--- src/rtl/fpn_add_sub_correction_pkg.sv ---
// Shared command encodings and sequencer state type for the F(p^k) add/sub/correction unit.
package fpn_add_sub_correction_pkg;

   typedef enum logic [2:0] {
      CMD_NOP   = 3'd0,
      CMD_ADD   = 3'd1,
      CMD_SUB   = 3'd2,
      CMD_RAW   = 3'd3,
      CMD_SUB2P = 3'd4,
      CMD_SUB4P = 3'd5,
      CMD_NEG   = 3'd6,
      CMD_BAD   = 3'd7
   } cmd_e;

   typedef enum logic [1:0] {
      ST_IDLE,
      ST_PH0,
      ST_PH1,
      ST_FIN
   } state_e;

   function automatic logic cmd_legal(input logic [2:0] c);
      return (c != 3'd0) && (c != 3'd7);
   endfunction

endpackage

--- src/rtl/fpn_add_sub_correction_if.sv ---
// Host-side command/status and result readback bundle.
interface fpn_add_sub_correction_if #(
   parameter int LANES      = 2,
   parameter int RADIX      = 32,
   parameter int DIGITS_LOG = 4
);
   logic                    start;
   logic [2:0]              cmd;
   logic [LANES-1:0]        lane_en;
   logic                    mem_c_rd_en;
   logic [DIGITS_LOG-1:0]   mem_c_rd_addr;
   logic [LANES*RADIX-1:0]  mem_c_dout;
   logic [LANES-1:0]        corr_flags;
   logic                    busy;
   logic                    done;
   logic                    cmd_err;

   modport master (
      output start, cmd, lane_en, mem_c_rd_en, mem_c_rd_addr,
      input  mem_c_dout, corr_flags, busy, done, cmd_err
   );

   modport slave (
      input  start, cmd, lane_en, mem_c_rd_en, mem_c_rd_addr,
      output mem_c_dout, corr_flags, busy, done, cmd_err
   );
endinterface

--- src/rtl/fpn_add_sub_correction_lane.sv ---
// One GF(p) coordinate: digit-serial adder with per-phase carry, LSB-first >=2p comparator,
// R0/R1 result buffers and the lane's correction flag.
module fpn_add_sub_correction_lane
   import fpn_add_sub_correction_pkg::*;
#(
   parameter int RADIX      = 32,
   parameter int DIGITS     = 14,
   parameter int DIGITS_LOG = $clog2(DIGITS)
) (
   input  logic                  clk,
   input  logic                  rst,
   input  logic                  en,
   input  logic                  clr_flag,
   input  cmd_e                  cmd,
   input  logic                  proc_vld,
   input  logic                  proc_ph1,
   input  logic [DIGITS_LOG-1:0] proc_addr,
   input  logic                  r0_rd_en,
   input  logic [DIGITS_LOG-1:0] r0_rd_addr,
   input  logic [RADIX-1:0]      a_dig,
   input  logic [RADIX-1:0]      b_dig,
   input  logic [RADIX-1:0]      px2_dig,
   input  logic [RADIX-1:0]      px4_dig,
   input  logic                  c_rd_en,
   input  logic [DIGITS_LOG-1:0] c_rd_addr,
   output logic [RADIX-1:0]      c_dout,
   output logic                  flag
);

   logic [RADIX-1:0] r0_mem [DIGITS];
   logic [RADIX-1:0] r1_mem [DIGITS];
   logic [RADIX-1:0] r0_q, x, y, sum;
   logic             cin, cout, carry_q, ge_q, zero_q, ge_d, zero_d, flag_d;
   logic             first, last, sel_r1;

   assign first  = (proc_addr == '0);
   assign last   = (proc_addr == DIGITS_LOG'(DIGITS - 1));
   assign sel_r1 = (cmd == CMD_SUB2P) || (cmd == CMD_SUB4P) || flag;

   // Negation folds 2p into PH0 so that R1 = R0 - 2p is the a==0 fix-up, like a corrected add.
   always_comb begin
      x   = a_dig;
      y   = b_dig;
      cin = 1'b0;
      if (!proc_ph1) begin
         case (cmd)
            CMD_SUB, CMD_SUB2P, CMD_SUB4P: begin y = ~b_dig; cin = 1'b1; end
            CMD_NEG: begin x = ~a_dig; y = px2_dig; cin = 1'b1; end
            default: ;
         endcase
      end else begin
         x = r0_q;
         case (cmd)
            CMD_ADD, CMD_NEG:   begin y = ~px2_dig; cin = 1'b1; end
            CMD_SUB, CMD_SUB2P: y = px2_dig;
            CMD_SUB4P:          y = px4_dig;
            default:            y = '0;
         endcase
      end
      {cout, sum} = {1'b0, x} + {1'b0, y} + {{RADIX{1'b0}}, (first ? cin : carry_q)};

      if (sum > px2_dig)      ge_d = 1'b1;
      else if (sum < px2_dig) ge_d = 1'b0;
      else                    ge_d = first ? 1'b1 : ge_q;
      zero_d = (first ? 1'b1 : zero_q) & (a_dig == '0);

      case (cmd)
         CMD_ADD: flag_d = ge_d | cout;
         CMD_SUB: flag_d = ~cout;
         CMD_NEG: flag_d = zero_d;
         default: flag_d = 1'b0;
      endcase
   end

   always_ff @(posedge clk) begin
      if (rst) begin
         carry_q <= 1'b0;
         ge_q    <= 1'b0;
         zero_q  <= 1'b0;
         flag    <= 1'b0;
         c_dout  <= '0;
      end else begin
         if (clr_flag) flag <= 1'b0;
         if (proc_vld && en) begin
            carry_q <= cout;
            if (!proc_ph1) begin
               ge_q   <= ge_d;
               zero_q <= zero_d;
               if (last) flag <= flag_d;
            end
         end
         if (c_rd_en)
            c_dout <= !en ? '0 : (sel_r1 ? r1_mem[c_rd_addr] : r0_mem[c_rd_addr]);
      end
   end

   always_ff @(posedge clk) begin
      if (proc_vld && en) begin
         if (!proc_ph1) r0_mem[proc_addr] <= sum;
         else           r1_mem[proc_addr] <= sum;
      end
      if (r0_rd_en) r0_q <= r0_mem[r0_rd_addr];
   end

endmodule

--- src/rtl/fpn_add_sub_correction.sv ---
// Multi-lane digit-serial F(p^k) add/sub/correction unit: sequencer, operand/constant
// addressing and per-lane datapaths.
//
// state   | meaning
// IDLE    | waiting for start; done/cmd_err pulses visible here
// PH0     | stream a,b (and 2p for add/neg) LSB first into R0, one drain cycle
// PH1     | stream R0 and 2p/4p into R1, two drain cycles
// FIN     | last write settled; done issued on return to IDLE
module fpn_add_sub_correction
   import fpn_add_sub_correction_pkg::*;
#(
   parameter int RADIX      = 32,
   parameter int DIGITS     = 14,
   parameter int DIGITS_LOG = $clog2(DIGITS),
   parameter int LANES      = 2
) (
   input  logic                    clk,
   input  logic                    rst,
   fpn_add_sub_correction_if.slave bus,
   output logic                    mem_a_rd_en,
   output logic [DIGITS_LOG-1:0]   mem_a_rd_addr,
   input  logic [LANES*RADIX-1:0]  mem_a_dout,
   output logic                    mem_b_rd_en,
   output logic [DIGITS_LOG-1:0]   mem_b_rd_addr,
   input  logic [LANES*RADIX-1:0]  mem_b_dout,
   output logic                    px2_mem_rd_en,
   output logic [DIGITS_LOG-1:0]   px2_mem_rd_addr,
   input  logic [RADIX-1:0]        px2_mem_dout,
   output logic                    px4_mem_rd_en,
   output logic [DIGITS_LOG-1:0]   px4_mem_rd_addr,
   input  logic [RADIX-1:0]        px4_mem_dout
);

   localparam int CW = $clog2(DIGITS + 2);

   state_e                state_q, state_d;
   logic [CW-1:0]         cnt_q, cnt_d;
   cmd_e                  cmd_q;
   logic [LANES-1:0]      lane_en_q, flags;
   logic                  accept, issue, op_issue, r0_issue;
   logic [DIGITS_LOG-1:0] issue_addr, proc_addr_q;
   logic                  proc_vld_q, proc_ph1_q, done_q, err_q;
   logic [LANES*RADIX-1:0] c_dout;

   assign accept     = bus.start && cmd_legal(bus.cmd) && (state_q == ST_IDLE);
   assign issue      = ((state_q == ST_PH0) || (state_q == ST_PH1)) && (cnt_q < CW'(DIGITS));
   assign op_issue   = issue && (state_q == ST_PH0);
   assign r0_issue   = issue && (state_q == ST_PH1);
   assign issue_addr = issue ? DIGITS_LOG'(cnt_q) : '0;

   assign mem_a_rd_en     = op_issue;
   assign mem_b_rd_en     = op_issue;
   assign mem_a_rd_addr   = op_issue ? issue_addr : '0;
   assign mem_b_rd_addr   = op_issue ? issue_addr : '0;
   assign px2_mem_rd_en   = (op_issue && ((cmd_q == CMD_ADD) || (cmd_q == CMD_NEG))) ||
                            (r0_issue && (cmd_q != CMD_SUB4P));
   assign px4_mem_rd_en   = r0_issue && (cmd_q == CMD_SUB4P);
   assign px2_mem_rd_addr = px2_mem_rd_en ? issue_addr : '0;
   assign px4_mem_rd_addr = px4_mem_rd_en ? issue_addr : '0;

   assign bus.busy       = (state_q != ST_IDLE);
   assign bus.done       = done_q;
   assign bus.cmd_err    = err_q;
   assign bus.corr_flags = flags;
   assign bus.mem_c_dout = c_dout;

   always_comb begin
      state_d = state_q;
      cnt_d   = cnt_q;
      case (state_q)
         ST_IDLE: if (accept) begin state_d = ST_PH0; cnt_d = '0; end
         ST_PH0: begin
            if (cnt_q == CW'(DIGITS)) begin
               state_d = (cmd_q == CMD_RAW) ? ST_FIN : ST_PH1;
               cnt_d   = '0;
            end else cnt_d = cnt_q + CW'(1);
         end
         ST_PH1: begin
            if (cnt_q == CW'(DIGITS + 1)) begin
               state_d = ST_FIN;
               cnt_d   = '0;
            end else cnt_d = cnt_q + CW'(1);
         end
         ST_FIN:  state_d = ST_IDLE;
         default: state_d = ST_IDLE;
      endcase
   end

   always_ff @(posedge clk) begin
      if (rst) begin
         state_q     <= ST_IDLE;
         cnt_q       <= '0;
         cmd_q       <= CMD_NOP;
         lane_en_q   <= '0;
         proc_vld_q  <= 1'b0;
         proc_ph1_q  <= 1'b0;
         proc_addr_q <= '0;
         done_q      <= 1'b0;
         err_q       <= 1'b0;
      end else begin
         state_q     <= state_d;
         cnt_q       <= cnt_d;
         if (accept) begin
            cmd_q     <= cmd_e'(bus.cmd);
            lane_en_q <= bus.lane_en;
         end
         proc_vld_q  <= issue;
         proc_ph1_q  <= (state_q == ST_PH1);
         proc_addr_q <= issue_addr;
         done_q      <= (state_q == ST_FIN);
         err_q       <= bus.start && !accept;
      end
   end

   for (genvar i = 0; i < LANES; i++) begin : g_lane
      fpn_add_sub_correction_lane #(
         .RADIX      (RADIX),
         .DIGITS     (DIGITS),
         .DIGITS_LOG (DIGITS_LOG)
      ) u_lane (
         .clk        (clk),
         .rst        (rst),
         .en         (lane_en_q[i]),
         .clr_flag   (accept),
         .cmd        (cmd_q),
         .proc_vld   (proc_vld_q),
         .proc_ph1   (proc_ph1_q),
         .proc_addr  (proc_addr_q),
         .r0_rd_en   (r0_issue),
         .r0_rd_addr (issue_addr),
         .a_dig      (mem_a_dout[i*RADIX +: RADIX]),
         .b_dig      (mem_b_dout[i*RADIX +: RADIX]),
         .px2_dig    (px2_mem_dout),
         .px4_dig    (px4_mem_dout),
         .c_rd_en    (bus.mem_c_rd_en),
         .c_rd_addr  (bus.mem_c_rd_addr),
         .c_dout     (c_dout[i*RADIX +: RADIX]),
         .flag       (flags[i])
      );
   end

endmodule
--- src/flat_wrapper.sv ---
// flat-port wrapper written by rule: the top's interface ports become plain ports
module fpn_add_sub_correction_flat import fpn_add_sub_correction_pkg::*;
#(
   parameter int RADIX      = 32,
   parameter int DIGITS     = 14,
   parameter int DIGITS_LOG = $clog2(DIGITS),
   parameter int LANES      = 2
)
  (clk, rst, mem_a_rd_en, mem_a_rd_addr, mem_a_dout, mem_b_rd_en, mem_b_rd_addr, mem_b_dout, px2_mem_rd_en, px2_mem_rd_addr, px2_mem_dout, px4_mem_rd_en, px4_mem_rd_addr, px4_mem_dout, bus_start, bus_cmd, bus_lane_en, bus_mem_c_rd_en, bus_mem_c_rd_addr, bus_mem_c_dout, bus_corr_flags, bus_busy, bus_done, bus_cmd_err);
  fpn_add_sub_correction_if #(.LANES(LANES), .RADIX(RADIX), .DIGITS_LOG(DIGITS_LOG)) bus_i ();
  input  logic clk;
  input  logic rst;
  output logic mem_a_rd_en;
  output logic [DIGITS_LOG-1:0] mem_a_rd_addr;
  input  logic [LANES*RADIX-1:0] mem_a_dout;
  output logic mem_b_rd_en;
  output logic [DIGITS_LOG-1:0] mem_b_rd_addr;
  input  logic [LANES*RADIX-1:0] mem_b_dout;
  output logic px2_mem_rd_en;
  output logic [DIGITS_LOG-1:0] px2_mem_rd_addr;
  input  logic [RADIX-1:0] px2_mem_dout;
  output logic px4_mem_rd_en;
  output logic [DIGITS_LOG-1:0] px4_mem_rd_addr;
  input  logic [RADIX-1:0] px4_mem_dout;
  input wire logic [$bits(bus_i.start)-1:0] bus_start;
  input wire logic [$bits(bus_i.cmd)-1:0] bus_cmd;
  input wire logic [$bits(bus_i.lane_en)-1:0] bus_lane_en;
  input wire logic [$bits(bus_i.mem_c_rd_en)-1:0] bus_mem_c_rd_en;
  input wire logic [$bits(bus_i.mem_c_rd_addr)-1:0] bus_mem_c_rd_addr;
  output wire logic [$bits(bus_i.mem_c_dout)-1:0] bus_mem_c_dout;
  output wire logic [$bits(bus_i.corr_flags)-1:0] bus_corr_flags;
  output wire logic [$bits(bus_i.busy)-1:0] bus_busy;
  output wire logic [$bits(bus_i.done)-1:0] bus_done;
  output wire logic [$bits(bus_i.cmd_err)-1:0] bus_cmd_err;
  assign bus_i.start = bus_start;
  assign bus_i.cmd = bus_cmd;
  assign bus_i.lane_en = bus_lane_en;
  assign bus_i.mem_c_rd_en = bus_mem_c_rd_en;
  assign bus_i.mem_c_rd_addr = bus_mem_c_rd_addr;
  assign bus_mem_c_dout = bus_i.mem_c_dout;
  assign bus_corr_flags = bus_i.corr_flags;
  assign bus_busy = bus_i.busy;
  assign bus_done = bus_i.done;
  assign bus_cmd_err = bus_i.cmd_err;
  fpn_add_sub_correction #(.RADIX(RADIX), .DIGITS(DIGITS), .DIGITS_LOG(DIGITS_LOG), .LANES(LANES)) u_core (.clk(clk), .rst(rst), .bus(bus_i), .mem_a_rd_en(mem_a_rd_en), .mem_a_rd_addr(mem_a_rd_addr), .mem_a_dout(mem_a_dout), .mem_b_rd_en(mem_b_rd_en), .mem_b_rd_addr(mem_b_rd_addr), .mem_b_dout(mem_b_dout), .px2_mem_rd_en(px2_mem_rd_en), .px2_mem_rd_addr(px2_mem_rd_addr), .px2_mem_dout(px2_mem_dout), .px4_mem_rd_en(px4_mem_rd_en), .px4_mem_rd_addr(px4_mem_rd_addr), .px4_mem_dout(px4_mem_dout));
endmodule
--- config.mk ---
export PLATFORM = sky130hd
export DESIGN_NAME = fpn_add_sub_correction_flat
export DESIGN_NICKNAME = d
export VERILOG_FILES = /design/src/rtl/fpn_add_sub_correction_pkg.sv /design/src/rtl/fpn_add_sub_correction_if.sv /design/src/rtl/fpn_add_sub_correction_lane.sv /design/src/rtl/fpn_add_sub_correction.sv /design/src/flat_wrapper.sv
export SDC_FILE = /design/constraint.sdc
export NUM_CORES = 2
export LEC_CHECK = 0
export BUFFER_PORTS_ARGS = -buffer_cell sky130_fd_sc_hd__clkbuf_2
export CAP_MARGIN = 20
export CORE_ASPECT_RATIO = 1.4
export CORE_MARGIN = 2
export CORE_UTILIZATION = 45
export DETAILED_ROUTE_END_ITERATION = 10
export GPL_TIMING_DRIVEN = 0
export PLACE_DENSITY = 0.67
export SLEW_MARGIN = 20
export SYNTH_ARGS = -nofsm -noshare
export SYNTH_HDL_FRONTEND = slang
export SYNTH_SLANG_ARGS = --single-unit
export TNS_END_PERCENT = 10
--- constraint.sdc ---
create_clock -name clk -period 12.9 [get_ports clk]
set_input_delay 0 -clock clk [delete_from_list [all_inputs] [get_ports clk]]
set_output_delay 0 -clock clk [all_outputs]
set_load 0.02 [all_outputs]
### After elaboration in Yosys (flattened, before gate mapping)

Memories as Yosys holds them, arrays and structs flattened. A register that Yosys moved wholly into a read port is not among the register bits.
Cells that the tools add are included.

| storage, ports and cells | value |
|---|---|
| register bits after elaboration | 91 |
| RAM bits | 1792 |
| output and inout bits | 89 |
| word-level logic and storage cells | 155 |
| memories kept | 4 |

Memory list:

| memory | depth | width | rd ports | clocked after memory_dff | write ports | RTL line | source |
|---|---|---|---|---|---|---|---|
| u_core.g_lane[0].u_lane.r0_mem | 14 | 32 | 2 | 1 | 1 | fpn_add_sub_correction_lane.sv:30 | `logic [RADIX-1:0] r0_mem [DIGITS];` |
| u_core.g_lane[0].u_lane.r1_mem | 14 | 32 | 1 | 0 | 1 | fpn_add_sub_correction_lane.sv:31 | `logic [RADIX-1:0] r1_mem [DIGITS];` |
| u_core.g_lane[1].u_lane.r0_mem | 14 | 32 | 2 | 1 | 1 | fpn_add_sub_correction_lane.sv:30 |  |
| u_core.g_lane[1].u_lane.r1_mem | 14 | 32 | 1 | 0 | 1 | fpn_add_sub_correction_lane.sv:31 |  |

| operators by class | value |
|---|---|
| add/sub/neg operators | 5 |
| $lt $le $gt $ge | 5 |
| equal/unequal tests | 17 |
| muxes and demuxes | 59 |
| bitwise logic cells | 12 |
| reductions and logical operators | 34 |

Operators with widths:

| cell | count |
|---|---|
| 32-bit 2-to-1 mux | 10 |
| 32-bit NOT | 5 |
| 32-bit one-hot mux with 2 select lines | 2 |
| 32-bit one-hot mux with 3 select lines | 1 |
| 32-bit by 32-bit adder with 33-bit output | 2 |
| 33-bit by 1-bit adder with 33-bit output | 2 |
| 32-bit greater-than comparator | 2 |
| 32-bit logical NOT | 2 |
| 32-bit < comparator | 2 |
| 1-bit 2-to-1 mux | 32 |
| 4-bit 2-to-1 mux | 7 |
| 4-bit equality test, second input constant | 3 |
| 1-bit logical AND | 12 |
| 4-bit one-hot mux with 3 select lines | 1 |
| 3-bit equality test, second input constant | 3 |
| 2-bit one-hot mux with 4 select lines | 1 |
| 3-bit by 2-bit equality test with 1-bit output, second input constant | 2 |
| 1-bit logical OR | 6 |
| 2-bit 2-to-1 mux | 3 |
| 3-bit != test, second input constant | 2 |
| 1-bit one-hot mux with 3 select lines | 2 |
| 2-bit AND reduction | 3 |
| 3-bit nonzero test | 2 |
| 4-bit by 1-bit adder with 4-bit output, second input constant | 1 |
| 17 further kinds | 24 |

### Longest topological paths before layout

| logic depth | value |
|---|---|
| depth in word-level cells | 14 |
| mapped depth | 28 |

### Cells and area by module

A second synthesis with hierarchy kept.

| unflattened totals | value |
|---|---|
| cells, all modules | 5736 |
| area total of the unflattened synthesis | 92496.2 sq um |

By module, submodules not included:

| module | times used | cells each | area an instance (sq um) | sequential area each (sq um) |
|---|---|---|---|---|
| fpn_add_sub_correction_lane at u_core.g_lane[0].u_lane | 1 | 2769 | 45698.8 | 28587.4 |
| fpn_add_sub_correction_lane at u_core.g_lane[1].u_lane | 1 | 2831 | 45652.5 | 28587.4 |
| fpn_add_sub_correction | 1 | 136 | 1144.8 | 380.4 |

### Least setup slack after synthesis

OpenSTA, ideal clock, no wires.

| timing | value |
|---|---|
| path kind | register to register |
| from | reg u_core.cmd_q[1] |
| to | reg u_core.g_lane[1].u_lane.flag |
| setup time | 0.131 ns |
| arrival | 6.518 ns |
| required time | 12.769 ns |
| path slack | 6.251 ns |
| stages on the path, launching flop included | 28 |
| path buffers | 3 |
| period minus slack after synthesis | 6.649 ns |
| cell sequence | dfxtp_1 clkbuf_1 clkbuf_1 buf_1 xnor2_1 o211ai_1 o211ai_1 o21a_1 fa_1 fa_1 nand2b_1 a21oi_1 o221a_2 a211oi_2 o21a_2 o211ai_2 a31o_1 a21oi_2 xnor2_1 ha_1 nand3_1 or3_1 or2_2 nor2_1 mux2i_1 nor2_1 o21ai_0 a31oi_1 |

| on the way | value |
|---|---|
| cells in the longest elaborated chain, start to end | 14 |
| elaborated cells on any way between the ends | 30 |
| classes of those cells | add/sub (2); order compare (2); eq/ne (5); mux (15); bitwise (2); reduce/logical (4) |

Ends and longest elaborated chain:

| element | RTL line | source |
|---|---|---|
| from (decl) | fpn_add_sub_correction.sv:38 | `cmd_e cmd_q;` |
| from (signal assigned) | fpn_add_sub_correction.sv:104 | `cmd_q <= cmd_e'(bus.cmd);` |
| 3-bit equality test, or another cell as far along | fpn_add_sub_correction_lane.sv:46, fpn_add_sub_correction_lane.sv:53 |  |
| 3-bit OR reduction, or another cell as far along | fpn_add_sub_correction_lane.sv:46 | `case (cmd)` |
| 32-bit one-hot mux with 2 select lines, or another cell as far along | fpn_add_sub_correction_lane.sv:46 |  |
| 32-bit 2-to-1 mux / 1-bit 2-to-1 mux (equally long branches) | fpn_add_sub_correction_lane.sv:45 | `if (!proc_ph1) begin` |
| 32-bit by 32-bit adder with 33-bit output / 1-bit 2-to-1 mux (equally long branches) | fpn_add_sub_correction_lane.sv:60 | `{cout, sum} = {1'b0, x} + {1'b0, y} + {{RADIX{1'b0}}, (first ? cin : carry_q)};` |
| 33-bit by 1-bit adder with 33-bit output * | fpn_add_sub_correction_lane.sv:60 |  |
| net u_core.g_lane[1].u_lane.sum[30] | fpn_add_sub_correction_lane.sv:32 | `logic [RADIX-1:0] r0_q, x, y, sum;` |
| 32-bit < comparator | fpn_add_sub_correction_lane.sv:63 | `else if (sum < px2_dig) ge_d = 1'b0;` |
| 1-bit 2-to-1 mux | fpn_add_sub_correction_lane.sv:63 |  |
| 1-bit 2-to-1 mux * | fpn_add_sub_correction_lane.sv:62 | `if (sum > px2_dig) ge_d = 1'b1;` |
| 1-bit bitwise OR * | fpn_add_sub_correction_lane.sv:68 | `CMD_ADD: flag_d = ge_d \| cout;` |
| 1-bit one-hot mux with 3 select lines * | fpn_add_sub_correction_lane.sv:67 | `case (cmd)` |
| 1-bit 2-to-1 mux * | fpn_add_sub_correction_lane.sv:89 | `if (last) flag <= flag_d;` |
| 1-bit 2-to-1 mux * | fpn_add_sub_correction_lane.sv:86 | `if (!proc_ph1) begin` |
| 1-bit 2-to-1 mux * | fpn_add_sub_correction_lane.sv:84 | `if (proc_vld && en) begin` |
| to (signal assigned) | fpn_add_sub_correction_lane.sv:89 |  |
| to (decl) | fpn_add_sub_correction_lane.sv:27 | `output logic flag` |

Mark *: on every way through the listed nets, which the timed path passes. The rest lies on a longest branch.
A chain may end at the register's enable or synchronous reset.

### Worst setup path after layout

| timing | value |
|---|---|
| from | reg u_core.cmd_q[1] |
| to | reg u_core.g_lane[0].u_lane.flag |

| on the way | value |
|---|---|
| cells in the longest elaborated chain, start to end | 14 |
| elaborated cells on any way between the ends | 30 |
| classes of those cells | add/sub (2); order compare (2); eq/ne (5); mux (15); bitwise (2); reduce/logical (4) |

Ends and longest elaborated chain:

| element | RTL line |
|---|---|
| 3-bit equality test, or another cell as far along | fpn_add_sub_correction_lane.sv:46, fpn_add_sub_correction_lane.sv:53 |
| 3-bit OR reduction, or another cell as far along | fpn_add_sub_correction_lane.sv:46 |
| 32-bit one-hot mux with 2 select lines, or another cell as far along | fpn_add_sub_correction_lane.sv:46 |
| 32-bit 2-to-1 mux / 1-bit 2-to-1 mux (equally long branches) | fpn_add_sub_correction_lane.sv:45 |
| 32-bit by 32-bit adder with 33-bit output / 1-bit 2-to-1 mux (equally long branches) | fpn_add_sub_correction_lane.sv:60 |
| 33-bit by 1-bit adder with 33-bit output * | fpn_add_sub_correction_lane.sv:60 |
| net u_core.g_lane[0].u_lane.sum[26] | fpn_add_sub_correction_lane.sv:32 |
| 32-bit < comparator | fpn_add_sub_correction_lane.sv:63 |
| 1-bit 2-to-1 mux | fpn_add_sub_correction_lane.sv:63 |
| 1-bit 2-to-1 mux * | fpn_add_sub_correction_lane.sv:62 |
| 1-bit bitwise OR * | fpn_add_sub_correction_lane.sv:68 |
| 1-bit one-hot mux with 3 select lines * | fpn_add_sub_correction_lane.sv:67 |
| 1-bit 2-to-1 mux * | fpn_add_sub_correction_lane.sv:89 |
| 1-bit 2-to-1 mux * | fpn_add_sub_correction_lane.sv:86 |
| 1-bit 2-to-1 mux * | fpn_add_sub_correction_lane.sv:84 |
| to (signal assigned) | fpn_add_sub_correction_lane.sv:89 |
| to (decl) | fpn_add_sub_correction_lane.sv:27 |

Marks and branches as above.

==> metrics.md <==
| Metric | Value |
|---|---|
| Core Rows | `196` |
| Cell mode on critical path | `nand2_1` |
| Synthesis-to-layout area growth | `17.3%` |
| Die height | `539 µm` |
| Tot GR Track Use | `0.344` |
| Switching Fraction | `0.352` |
| Worst Slack Setup Final | `3980 ps` |
| Input/output buffers | `289` |
| Antenna viol nets, final | `0` |
| Most frequent cell after synthesis | `edfxtp_1` |
| Final wirelength | `363,000 µm` |
| Total CTS buffers | `188` |
| Pleak | `0.0359 µW` |
| Layout cell share with drive strength beyond 1 | `0.229` |
| Clock tree buffer depth | `3` |
| Clock root buffer master | `clkbuf_16` |
| Fin nets | `7,352` |
| Achievable Freq | `112 MHz` |
| Comb pwr share | `0.339` |
| Crit-path max FO | `21` |
| Final hold violation count | `0` |
| Max_cap viols | `0` |
| Yosys top cell area share | `0.607` |
| Slew Viols, Final | `0` |
| Worst slew pin tran | `1380 ps` |
| Sequential-to-total area share from yosys stat | `0.626` |
| Worst-path clk slew | `60 ps` |
| Core ar. | `0.203 mm²` |
| Die Span X | `386 µm` |
| Critical path data arrival time | `9640 ps` |
| Synthesized cell area | `0.0919 mm²` |
| Hold Slack | `55.8 ps` |
| Reg2reg start | `u_core.cmd_q[1]` |
| Vias/cell | `6.69` |
| Syn avg cell area | `14.5 µm²` |
| Cells after Synth | `6,326` |
| P_sw | `7830 µW` |
| Flop pwr share | `0.408` |
| Clk_skew | `50.3 ps` |
| Slowest cell on crit path | `buf_1` |
| Critical path type | `reg2reg` |
| Commonest cells in the netlist | `edfxtp_1 (1,856), o21ai_0 (584), nand2_1 (505), mux4_2 (470), nor2_1 (416)` |
| Final Wtd Congestion | `0.986` |
| Largest net degree at the start of global routing | `30` |
| First-pass GRT wire length | `494,000 µm` |
| Hold WC Path Type | `in2reg` |
| Total grt overflow | `0` |
| Synth Flop Type | `edfxtp_1` |
| Vias | `66,000` |
| Vias in the first global route | `63,500` |
| Synth Warn # | `0` |
| Crit end category | `flip-flop` |
| Sum of negative setup slack | `0 ps` |
| Utilization after layout | `0.530` |
| Die area | `0.208 mm²` |
| First drt pass iteration count | `7` |
| Tcrit/Tclk final | `0.692` |
| Clk sinks | `1,947` |
| Worst Setup SP | `u_core.cmd_q[1]` |
| Initial drt markers | `10,900` |
| FF-to-FF setup slack | `3980 ps` |
| Synth cell types | `73` |
| Fin crit period | `8920 ps` |
| Status | `complete, no violations` |
| Initial core utilization | `0.452` |
| Worst Hold Launch | `mem_a_dout[63]` |
| #FFs+latches synth | `1,947` |
| Residual DRC | `0` |
| Fill cells | `16,600` |
| Drt wl/cell | `36.7 µm` |
| Postcts setup bufs | `0` |
| IO Pins | `294` |
| Endpoints failing setup | `0` |
| Clock network power share | `0.253` |
| Peak VDD IR | `0.197 mV` |
| Max stage delay on crit path | `770 ps` |
| Req. time, crit path | `13,620 ps` |
| H-tree depth | `4` |
| Post-synth top area cell | `edfxtp_1` |
| RSZ-0062 raised after global routing | `false` |
| Power Internal | `14,400 µW` |
| Startpoint class of the critical path | `flip-flop` |
| Asr flop ratio synth | `0` |
| Worst Hold Depth | `6` |
| Post-synth EDFFs | `1,856` |
| Reg2Reg Depth | `29` |
| Setup slack after placement | `4240 ps` |
| Initial antenna violation count | `49` |
| Final HPWL DP | `268,000 µm` |
| Worst relative slew slack | `0.0819` |
| Synthesized Nets | `6,668` |
| Worst skew pair latency | `900 ps` |
| CTS tree | `yes` |
| Top cells by area, synth | `edfxtp_1 (61%), mux4_2 (12%), mux2i_1 (3.8%)` |
| PwrDens | `207 mW/mm²` |
==> power groups by stage <==
stage | Clock (µW) | Combinational (µW) | Sequential, µW
after global routing | 5870 | 7790 | 9090
after global placement | 0 | 5800 | 9480
after detailed placement | 0 | 7260 | 9230
after CTS | 5630 | 7290 | 9090
final | 5640 | 7540 | 9100
after floorplan | 0 | 3230 | 9310
==> layer usage <==
metal | track usage | vias up | wire, µm
met1 | 0.415 | 33100 | 120000
met5 | 0 | - | 216
met3 | 0.0913 | 1248 | 44000
met4 | 0.267 | 32 | 35100
met2 | 0.524 | 5241 | 163000
li1 | - | 26400 | -
==> kinds of logic (layout without fill, tap and decap cells) <==
kind of cell               count (synthesis)  after routing  share of synthesized area
DFF                                     1947           1947                      0.626
AOI/OAI and AO/OA                       1401           1401                     0.0906
and+or+nand+nor                         1194           1194                     0.0542
muxes                                    970            970                      0.172
buffers and inverters                    525           1367                     0.0235
xor gates and xnor gates                 152            152                     0.0145
adders and majority gates                137            137                     0.0190
other                                      0             30                          0
==> final timing paths <==
path,end
setup reg to reg,u_core.g_lane[0].u_lane.flag
setup / recovery,u_core.g_lane[0].u_lane.flag
hold reg to reg,u_core.g_lane[0].u_lane.carry_q
hold / removal,u_core.g_lane[1].u_lane.flag
==> sequential cells by signal, indices dropped and copies added, names as in the netlist, 3 cells and up <==
register / count
u_core.g_lane.u_lane.c_dout: 64
u_core.g_lane.u_lane.r1_mem: 896
u_core.cnt_q: 4
u_core.g_lane.u_lane.r0_q: 64
u_core.g_lane.u_lane.r0_mem: 896
u_core.cmd_q: 3
u_core.proc_addr_q: 4
==> cell type report <==
type                    instances  area (µm²)  area share
well taps                    2673        3340      0.0310
clock inverters                97        1020     0.00948
repair buffers                494        5150      0.0478
clock buffers                 251        5160      0.0479
inverters                      64         240     0.00223
multi-input cells            3854       33300       0.309
diodes                         30        75.1    0.000697
flip-flops and latches       1947       57600       0.534
plain buffers                 461        1950      0.0181
==> critical path: cells and delay by family, from the launching register on <==
| family | cells | cell delay (ps) |
|---|---|---|
| AOI/OAI and AO/OA | 10 | 2760 |
| buffers and inverters | 4 | 1810 |
| and+or+nand+nor | 10 | 1800 |
| adders and majority gates | 3 | 1200 |
| DFF | 1 | 580 |
| xor gates and xnor gates | 2 | 560 |
==> placed cells by master, fill, tap and decap left out, drive strengths merged, types with 32 or more instances in the layout <==
| cell type | count |
|---|---|
| inv | 70 |
| clkinv | 69 |
| a21o | 48 |
| a22oi | 44 |
| clkbuf | 840 |
| ha | 133 |
| mux4 | 470 |
| mux2i | 350 |
| a21oi | 361 |
| xnor2 | 135 |
| edfxtp | 1856 |
| nor2 | 416 |
| o211ai | 68 |
| nand2 | 505 |
| nand3 | 155 |
| dfxtp | 91 |
| mux2 | 150 |
| o21ai | 589 |
| a221oi | 132 |
| o22ai | 66 |
| a211oi | 32 |
| buf | 347 |
==> metrics by stage <==
stage,total power [µW],instance area (µm²),instances
after floorplan,12500,91900,6326
after global placement,15300,96700,9288
after detailed placement,16500,101000,9469
after CTS,22000,108000,9836
after global routing,22800,108000,9842
final,22300,108000,9871
==> timing repair <==
item / in CTS / in global routing
hold buffers: 19 / 0
resized for setup: 0 / 0
hold endpoints to repair: 31 / 0
Power figures use the tool's default switching activity.
